File: src/rtl/alu_decode_stage_if.sv
// Handshake and writeback bundle between the fetch side, the decode stage and the execute stage.
interface alu_decode_stage_if #(
    parameter int XLEN = 32
);
    logic            in_valid;
    logic            in_ready;
    logic [31:0]     in_instr;
    logic            out_valid;
    logic            out_ready;
    logic [XLEN-1:0] out_a;
    logic [XLEN-1:0] out_b;
    logic [3:0]      out_op;
    logic [4:0]      out_rd;
    logic            out_we;
    logic            out_illegal;
    logic            wb_en;
    logic [4:0]      wb_addr;
    logic [XLEN-1:0] wb_data;

    modport slave (
        input  in_valid, in_instr, out_ready, wb_en, wb_addr, wb_data,
        output in_ready, out_valid, out_a, out_b, out_op, out_rd, out_we, out_illegal
    );

    modport master (
        output in_valid, in_instr, out_ready, wb_en, wb_addr, wb_data,
        input  in_ready, out_valid, out_a, out_b, out_op, out_rd, out_we, out_illegal
    );
endinterface

File: src/rtl/alu_decode_stage.sv
// RV32I OP/OP-IMM decode and operand fetch with a one-entry registered output to the ALU.
// state | meaning
// EMPTY | no instruction held, out_valid=0
// FULL  | decoded instruction held for execute, out_valid=1
module alu_decode_stage #(
    parameter int       XLEN       = 32,
    parameter int       NUM_REGS   = 32,
    parameter logic [3:0] ILLEGAL_OP = 4'hF
) (
    input  logic clk,
    input  logic rst,
    alu_decode_stage_if.slave bus
);
    typedef enum logic {EMPTY = 1'b0, FULL = 1'b1} state_t;

    localparam logic [6:0] OPC_OP     = 7'b0110011;
    localparam logic [6:0] OPC_OP_IMM = 7'b0010011;

    state_t state_q, state_d;
    logic   capture;

    logic [XLEN-1:0] rf_q [NUM_REGS];
    logic [XLEN-1:0] a_q, a_d, b_q, b_d;
    logic [3:0]      op_q, op_d;
    logic [4:0]      rd_q;
    logic            we_q, we_d, ill_q, ill_d;

    logic [6:0]      opcode, funct7;
    logic [2:0]      funct3;
    logic [4:0]      rs1, rs2, rd;
    logic [XLEN-1:0] rs1_val, rs2_val, imm_s, shamt;
    logic            legal;

    assign opcode = bus.in_instr[6:0];
    assign rd     = bus.in_instr[11:7];
    assign funct3 = bus.in_instr[14:12];
    assign rs1    = bus.in_instr[19:15];
    assign rs2    = bus.in_instr[24:20];
    assign funct7 = bus.in_instr[31:25];
    assign imm_s  = {{(XLEN-12){bus.in_instr[31]}}, bus.in_instr[31:20]};
    assign shamt  = {{(XLEN-5){1'b0}}, bus.in_instr[24:20]};

    assign capture = bus.in_valid && bus.in_ready;

    always_ff @(posedge clk or posedge rst) begin
        if (rst) state_q <= EMPTY;
        else     state_q <= state_d;
    end

    always_comb begin
        state_d = state_q;
        case (state_q)
            EMPTY: if (capture) state_d = FULL;
            FULL:  if (bus.out_ready && !capture) state_d = EMPTY;
            default: state_d = EMPTY;
        endcase
    end

    always_comb begin
        bus.out_valid = (state_q == FULL);
        bus.in_ready  = (state_q == EMPTY) || bus.out_ready;
    end

    // Writeback in the capture cycle is forwarded so the operand sees the new value.
    always_comb begin
        rs1_val = '0;
        rs2_val = '0;
        if (rs1 != 5'd0) rs1_val = (bus.wb_en && bus.wb_addr == rs1) ? bus.wb_data : rf_q[rs1];
        if (rs2 != 5'd0) rs2_val = (bus.wb_en && bus.wb_addr == rs2) ? bus.wb_data : rf_q[rs2];
    end

    always_comb begin
        legal = 1'b0;
        op_d  = ILLEGAL_OP;
        b_d   = '0;
        if (opcode == OPC_OP) begin
            b_d   = rs2_val;
            legal = 1'b1;
            if (funct7 == 7'b0000000) begin
                case (funct3)
                    3'b000:  op_d = 4'h0;
                    3'b111:  op_d = 4'h2;
                    3'b110:  op_d = 4'h3;
                    3'b100:  op_d = 4'h4;
                    3'b001:  op_d = 4'h5;
                    3'b101:  op_d = 4'h6;
                    default: legal = 1'b0;
                endcase
            end else if (funct7 == 7'b0100000 && funct3 == 3'b000) begin
                op_d = 4'h1;
            end else begin
                legal = 1'b0;
            end
        end else if (opcode == OPC_OP_IMM) begin
            b_d   = imm_s;
            legal = 1'b1;
            case (funct3)
                3'b000:  op_d = 4'h0;
                3'b111:  op_d = 4'h2;
                3'b110:  op_d = 4'h3;
                3'b100:  op_d = 4'h4;
                3'b001:  begin op_d = 4'h5; b_d = shamt; legal = (funct7 == 7'b0000000); end
                3'b101:  begin op_d = 4'h6; b_d = shamt; legal = (funct7 == 7'b0000000); end
                default: legal = 1'b0;
            endcase
        end
        a_d   = rs1_val;
        ill_d = !legal;
        we_d  = legal && (rd != 5'd0);
        if (!legal) begin
            op_d = ILLEGAL_OP;
            a_d  = '0;
            b_d  = '0;
        end
    end

    always_ff @(posedge clk or posedge rst) begin
        if (rst) begin
            a_q   <= '0;
            b_q   <= '0;
            op_q  <= 4'h0;
            rd_q  <= '0;
            we_q  <= 1'b0;
            ill_q <= 1'b0;
        end else if (capture) begin
            a_q   <= a_d;
            b_q   <= b_d;
            op_q  <= op_d;
            rd_q  <= rd;
            we_q  <= we_d;
            ill_q <= ill_d;
        end
    end

    always_ff @(posedge clk or posedge rst) begin
        if (rst) begin
            for (int i = 0; i < NUM_REGS; i++) rf_q[i] <= '0;
        end else if (bus.wb_en && bus.wb_addr != 5'd0) begin
            rf_q[bus.wb_addr] <= bus.wb_data;
        end
    end

    assign bus.out_a       = a_q;
    assign bus.out_b       = b_q;
    assign bus.out_op      = op_q;
    assign bus.out_rd      = rd_q;
    assign bus.out_we      = we_q;
    assign bus.out_illegal = ill_q;
endmodule
File: src/flat_wrapper.sv
// flat-port wrapper written by rule: the top's interface ports become plain ports
module alu_decode_stage_flat 
#(
    parameter int       XLEN       = 32,
    parameter int       NUM_REGS   = 32,
    parameter logic [3:0] ILLEGAL_OP = 4'hF
)
  (clk, rst, bus_in_valid, bus_in_instr, bus_out_ready, bus_wb_en, bus_wb_addr, bus_wb_data, bus_in_ready, bus_out_valid, bus_out_a, bus_out_b, bus_out_op, bus_out_rd, bus_out_we, bus_out_illegal);
  alu_decode_stage_if #(.XLEN(XLEN)) bus_i ();
  input  logic clk;
  input  logic rst;
  input wire logic [$bits(bus_i.in_valid)-1:0] bus_in_valid;
  input wire logic [$bits(bus_i.in_instr)-1:0] bus_in_instr;
  input wire logic [$bits(bus_i.out_ready)-1:0] bus_out_ready;
  input wire logic [$bits(bus_i.wb_en)-1:0] bus_wb_en;
  input wire logic [$bits(bus_i.wb_addr)-1:0] bus_wb_addr;
  input wire logic [$bits(bus_i.wb_data)-1:0] bus_wb_data;
  output wire logic [$bits(bus_i.in_ready)-1:0] bus_in_ready;
  output wire logic [$bits(bus_i.out_valid)-1:0] bus_out_valid;
  output wire logic [$bits(bus_i.out_a)-1:0] bus_out_a;
  output wire logic [$bits(bus_i.out_b)-1:0] bus_out_b;
  output wire logic [$bits(bus_i.out_op)-1:0] bus_out_op;
  output wire logic [$bits(bus_i.out_rd)-1:0] bus_out_rd;
  output wire logic [$bits(bus_i.out_we)-1:0] bus_out_we;
  output wire logic [$bits(bus_i.out_illegal)-1:0] bus_out_illegal;
  assign bus_i.in_valid = bus_in_valid;
  assign bus_i.in_instr = bus_in_instr;
  assign bus_i.out_ready = bus_out_ready;
  assign bus_i.wb_en = bus_wb_en;
  assign bus_i.wb_addr = bus_wb_addr;
  assign bus_i.wb_data = bus_wb_data;
  assign bus_in_ready = bus_i.in_ready;
  assign bus_out_valid = bus_i.out_valid;
  assign bus_out_a = bus_i.out_a;
  assign bus_out_b = bus_i.out_b;
  assign bus_out_op = bus_i.out_op;
  assign bus_out_rd = bus_i.out_rd;
  assign bus_out_we = bus_i.out_we;
  assign bus_out_illegal = bus_i.out_illegal;
  alu_decode_stage #(.XLEN(XLEN), .NUM_REGS(NUM_REGS), .ILLEGAL_OP(ILLEGAL_OP)) u_core (.clk(clk), .rst(rst), .bus(bus_i));
endmodule
File: config.mk
export PLATFORM = sky130hd
export DESIGN_NAME = alu_decode_stage_flat
export DESIGN_NICKNAME = d
export VERILOG_FILES = /design/src/rtl/alu_decode_stage_if.sv /design/src/rtl/alu_decode_stage.sv /design/src/flat_wrapper.sv
export SDC_FILE = /design/constraint.sdc
export NUM_CORES = 2
export LEC_CHECK = 0
export CAP_MARGIN = 40
export CORE_ASPECT_RATIO = 1.25
export CORE_MARGIN = 2
export CORE_UTILIZATION = 50
export DETAILED_ROUTE_END_ITERATION = 12
export PLACE_DENSITY = 0.74
export SYNTH_ARGS = -nofsm -noshare
export SYNTH_HDL_FRONTEND = slang
export SYNTH_SLANG_ARGS = --single-unit
File: constraint.sdc
create_clock -name clk -period 120.9 [get_ports clk]
set_input_delay 36.27 -clock clk [delete_from_list [all_inputs] [get_ports clk]]
set_output_delay 36.27 -clock clk [all_outputs]
set_load 0.01 [all_outputs]
Yosys cells after proc, flatten, opt, wreduce, memory -nomap -nowiden
Cells that the tools add are included.
{ "op_classes": {"n_addsub": 0, "multipliers": 0, "div": 0, "n_lt_le_gt_ge": 4, "n_eq_ne": 10, "n_shift": 0, "muxes": 33, "bitwise": 4, "n_reduce_logical": 20} }
{ "op_table": {"columns": ["cell", "n"], "rows": [
  ["1024-bit bitwise mux", 1],
  ["32-bit 2-to-1 mux", 14],
  ["32-bit binary-select mux with 5-bit select", 2],
  ["32-bit demux with 5-bit select", 1],
  ["4-bit one-hot mux with 6 select lines", 1],
  ["4-bit 2-to-1 mux", 5],
  ["5-bit nonzero test", 4],
  ["6-bit >= comparator, second input constant", 3],
  ["5-bit inverter with 6-bit output", 3],
  ["7-bit by 6-bit == test with 1-bit output, second input constant", 2],
  ["3-bit == test, second input constant", 4],
  ["5-bit == test", 2],
  ["1-bit logical AND", 8],
  ["7-bit by 5-bit == test with 1-bit output, second input constant", 1],
  ["7-bit logical NOT", 1],
  ["1-bit 2-to-1 mux", 7],
  ["6-bit by 1-bit less-than comparator with 1-bit output, second input constant", 1],
  ["6-bit OR reduction", 1],
  ["1-bit one-hot mux with 2 select lines", 2],
  ["4-bit OR reduction", 1],
  ["3-bit by 1-bit == test with 1-bit output, second input constant", 1],
  ["3-bit logical NOT", 1],
  ["1-bit logical NOT", 2],
  ["2-bit OR reduction", 1],
  ["other kinds (2)", 2]
]} }
{ "word_totals": {"register_bits": 1100, "latchBits": 0, "ramBits": 0, "mem_bits_ro": 0, "output_inout_bits": 77, "mem_count": 0} }

Longest topological paths before layout
{ "logic_depth": {"depth_word": 8, "ltp_mapped": 11} }

Worst setup path before layout
No wires, ideal clock.
{ "synth_timing": {"kind": "in2out", "from": "input bus_out_ready", "to": "output bus_in_ready", "t_arrival_ps": 36461, "required_ps": 84630, "slack_ps": 48169, "cell_stages": 1, "path_buffers": 0, "path_cell_list": "nand2b_1"} }
{ "synth_via": {"elab_chain_cells": 1} }
{ "synth_lines": {"columns": ["item", "line_no", "text"], "rows": [
  ["start, declared", "flat_wrapper.sv:14", "input wire logic [$bits(bus_i.out_ready)-1:0] bus_out_ready;"],
  ["1-bit logical OR", "alu_decode_stage.sv:61", "bus.in_ready = (state_q == EMPTY) || bus.out_ready;"],
  ["end, declared", "flat_wrapper.sv:18", "output wire logic [$bits(bus_i.in_ready)-1:0] bus_in_ready;"]
]} }
No other way between the ends.

Worst setup path after layout
Ends and elaborated chain as after synthesis.

==> impl_results.md <==
* Status: finished clean
* Starting DRT DRC Count at 4655
* Row count at 139
* Fillers at 9090
* Sequential fraction of the synthesis area at 0.474
* CTS Hold Bufs at 0
* R2R Path End: u_core.bus.out_a[28]$_DFFE_PP0P_
* Residual DRC at 0
* CTS resizes at 0
* Worst-Margin Slew at 1200 ps
* Top post-synthesis cells by count: 1100 x dfrtp_1, 996 x mux2_2, 421 x mux2i_1
* Warnings, synthesis at 0
* Detailed placement HPWL at 106000 um
* Clock power share at 0.344
* Vias/cell at 6.82
* Worst relative slew slack at 0.200
* Hold slack at 395 ps
* Pleak at 29.1 nW
* Register area at 0.0275 mm2
* CTS tree: done
* Die Y at 385 um
* Syn_nets at 4194
* Latest clock arrival within the worst-skew pair at 730 ps
* Final hold violation count at 0
* Worst Setup Path Type: in2out
* Worst Setup End Kind: primary output
* PnR Total Power at 1.04 mW
* TNS Setup at 0 ps
* CTS max path bufs at 3
* TritonCTS Buffers at 113
* R2R depth at 7
* Minimum clock period at 73800 ps
* Clock sinks at 1100
* Largest net degree at the start of global routing at 182
* Slew Limit Fails at 0
* Reg power frac at 0.464
* Period utilization at 0.610
* Initial Utilization at 0.505
* DR vias at 39000
* GRT Overall Usage at 0.309
* Comb pwr share at 0.193
* RR Startpoint: u_core.bus.out_valid$_DFF_PP0_
* Switch share at 0.273
* Post-route cell area at 0.0654 mm2
* Largest area contributor in the netlist: dfrtp_1
* Top-area cell type share of the netlist area at 0.474
* Max cap viols at 0
* Synth unique cells at 56
* Clock transition at the registers of the reported paths at 60 ps
* Post-synth EDFFs at 0
* Largest cells by area after synthesis: dfrtp_1 47%, mux2_2 19%, mux4_2 15%, mux2i_1 7.3%, clkbuf_1 2.1%
* Post-DR wirelength/cell at 31.9 um
* Power Internal at 756 uW
* Synth Flop Type: dfrtp_1
* I/O Pins at 151
* CP arrival at 37530 ps
* Unrepaired setup endpoints after global routing: false
* Async SR Flop Fraction at 1.00
* Worst reg2reg setup slack at 118240 ps
* DRT Pass-1 Iters at 5
* Clk_skew at 26.9 ps
* Required time of the critical path at 84630 ps
* Fmax at 13.6 MHz
* Maximum VDD drop at 12.2 uV
* First-pass GRT wire length at 268000 um
* Count leader, synth: dfrtp_1
* Total gr overflow at 0
* Final net count at 4148
* Vias in the first global route at 39900
* Crit path max fanout at 4
* CP startpoint kind: primary input
* Synth Cell Area at 0.0581 mm2
* Post-DRT Antenna Nets at 0
* Final setup viols at 0
* Post-CTS setup buffers at 0
* Net load switching power at 284 uW
* Multi-input logic area at 0.0290 mm2
* Post-DP Area at 0.0616 mm2
* Die area at 0.119 mm2
* Clock root cell: clkbuf_16
* Core area at 0.115 mm2
* WL final at 183000 um
* Initial antenna violation count at 8
* PwrDens at 15.9 mW/mm2
* # port buffers at 150
* Cell count after synthesis at 4120
* Synthesized area per cell at 14.1 um2
* Placer Congestion at 0.838
* Die X at 309 um
* H-tree levels at 3
* HP Class: reg2reg
* Crit path from: bus_out_ready
* Crit path to: bus_in_ready
* Share of layout cells above drive strength 1 at 0.423
* Layout area overhead at 12.7%
* #FFs+latches synth at 1100
[power by group through the flow]
stage	Clock (mW)	Sequential, mW	Combinational, mW
floorplan	0	0.473	0.157
global placement	0	0.481	0.191
detailed placement	0	0.486	0.199
CTS	0.360	0.480	0.200
global route	0.376	0.490	0.214
finish	0.357	0.482	0.200
[metrics by stage]
step	utilization	instances	worst slack [ps]
3_5_place_dp	0.536	5509	47110
5_1_grt	0.569	5716	47030
6_report	0.569	5721	47100
3_3_place_gp	0.528	5461	47100
2_1_floorplan	-	4120	48170
4_1_cts	0.569	5713	47110
[cells by family after synthesis]
kind of cell	Yosys count	synth area share
xor gates and xnor gates	10	0.00151
and+or+nand+nor	345	0.0269
AOI/OAI and AO/OA	407	0.0508
muxes	1804	0.416
buffers and inverters	454	0.0307
DFF	1100	0.474
[registers in the layout (all words and copies together) (netlist names)]
signal,cells
u_core.rf_q,1024
u_core.bus.out_a,32
u_core.bus.out_b,32
u_core.bus.out_rd,5
u_core.bus.out_op,4
u_core.bus.out_illegal,1
u_core.bus.out_valid,1
u_core.bus.out_we,1
[cell type report]
| cell class | instances | share of cell area |
|---|---|---|
| repair buffers | 290 | 0.0486 |
| flip-flops and latches | 1100 | 0.421 |
| well taps | 1551 | 0.0297 |
| inverters | 3 | 0.000287 |
| clock inverters | 31 | 0.00570 |
| clock buffers | 173 | 0.0516 |
| diodes | 7 | 0.000268 |
| multi-input cells | 2566 | 0.443 |
[cell usage in the layout, fill, tap and decap left out, types with 17 or more instances in the layout]
cell / n
dfrtp_1: 1100
mux2_2: 996
mux2i_1: 421
mux4_2: 387
clkdlybuf4s50_1: 142
a22oi_1: 141
clkbuf_16: 114
nand2_1: 112
buf_4: 90
nor2_1: 78
o21ai_0: 66
a21oi_1: 58
nand3_1: 51
o311a_1: 32
a221o_1: 32
clkbuf_8: 30
clkbuf_1: 29
buf_8: 26
a21o_1: 18
nor2_4: 17
buf_16: 17
[routing by layer]
layer	track usage	part of all wire	routed length [um]	vias up
met1	0.412	0.40	72300	20800
met4	0.151	0.053	9630	8
met2	0.488	0.47	85500	2072
met3	0.0564	0.083	15200	523
met5	0	0.00028	51	-
li1	-	-	-	15600
[critical path, stage by stage]
cell and delay (ps):
clkdlybuf4s50_1 450, nand2b_1 220, clkdlybuf4s50_1 590
[how the worst min path moves through the flow]
| stage | from | end | slack, ps | cells past startpoint |
|---|---|---|---|---|
| after detailed placement | u_core.rf_q[1005]$_DFFE_PP0P_ | u_core.rf_q[1005]$_DFFE_PP0P_ | 380 | 0 |
| final | u_core.rf_q[1009]$_DFFE_PP0P_ | u_core.rf_q[1009]$_DFFE_PP0P_ | 390 | 0 |
| after global routing | u_core.rf_q[1017]$_DFFE_PP0P_ | u_core.rf_q[1017]$_DFFE_PP0P_ | 410 | 0 |
| after global placement | u_core.rf_q[1016]$_DFFE_PP0P_ | u_core.rf_q[1016]$_DFFE_PP0P_ | 380 | 0 |
| after CTS | u_core.rf_q[996]$_DFFE_PP0P_ | u_core.rf_q[996]$_DFFE_PP0P_ | 400 | 0 |
| after floorplan | u_core.rf_q[1000]$_DFFE_PP0P_ | u_core.rf_q[1000]$_DFFE_PP0P_ | 440 | 1 |
Power figures use the tool's default switching activity.
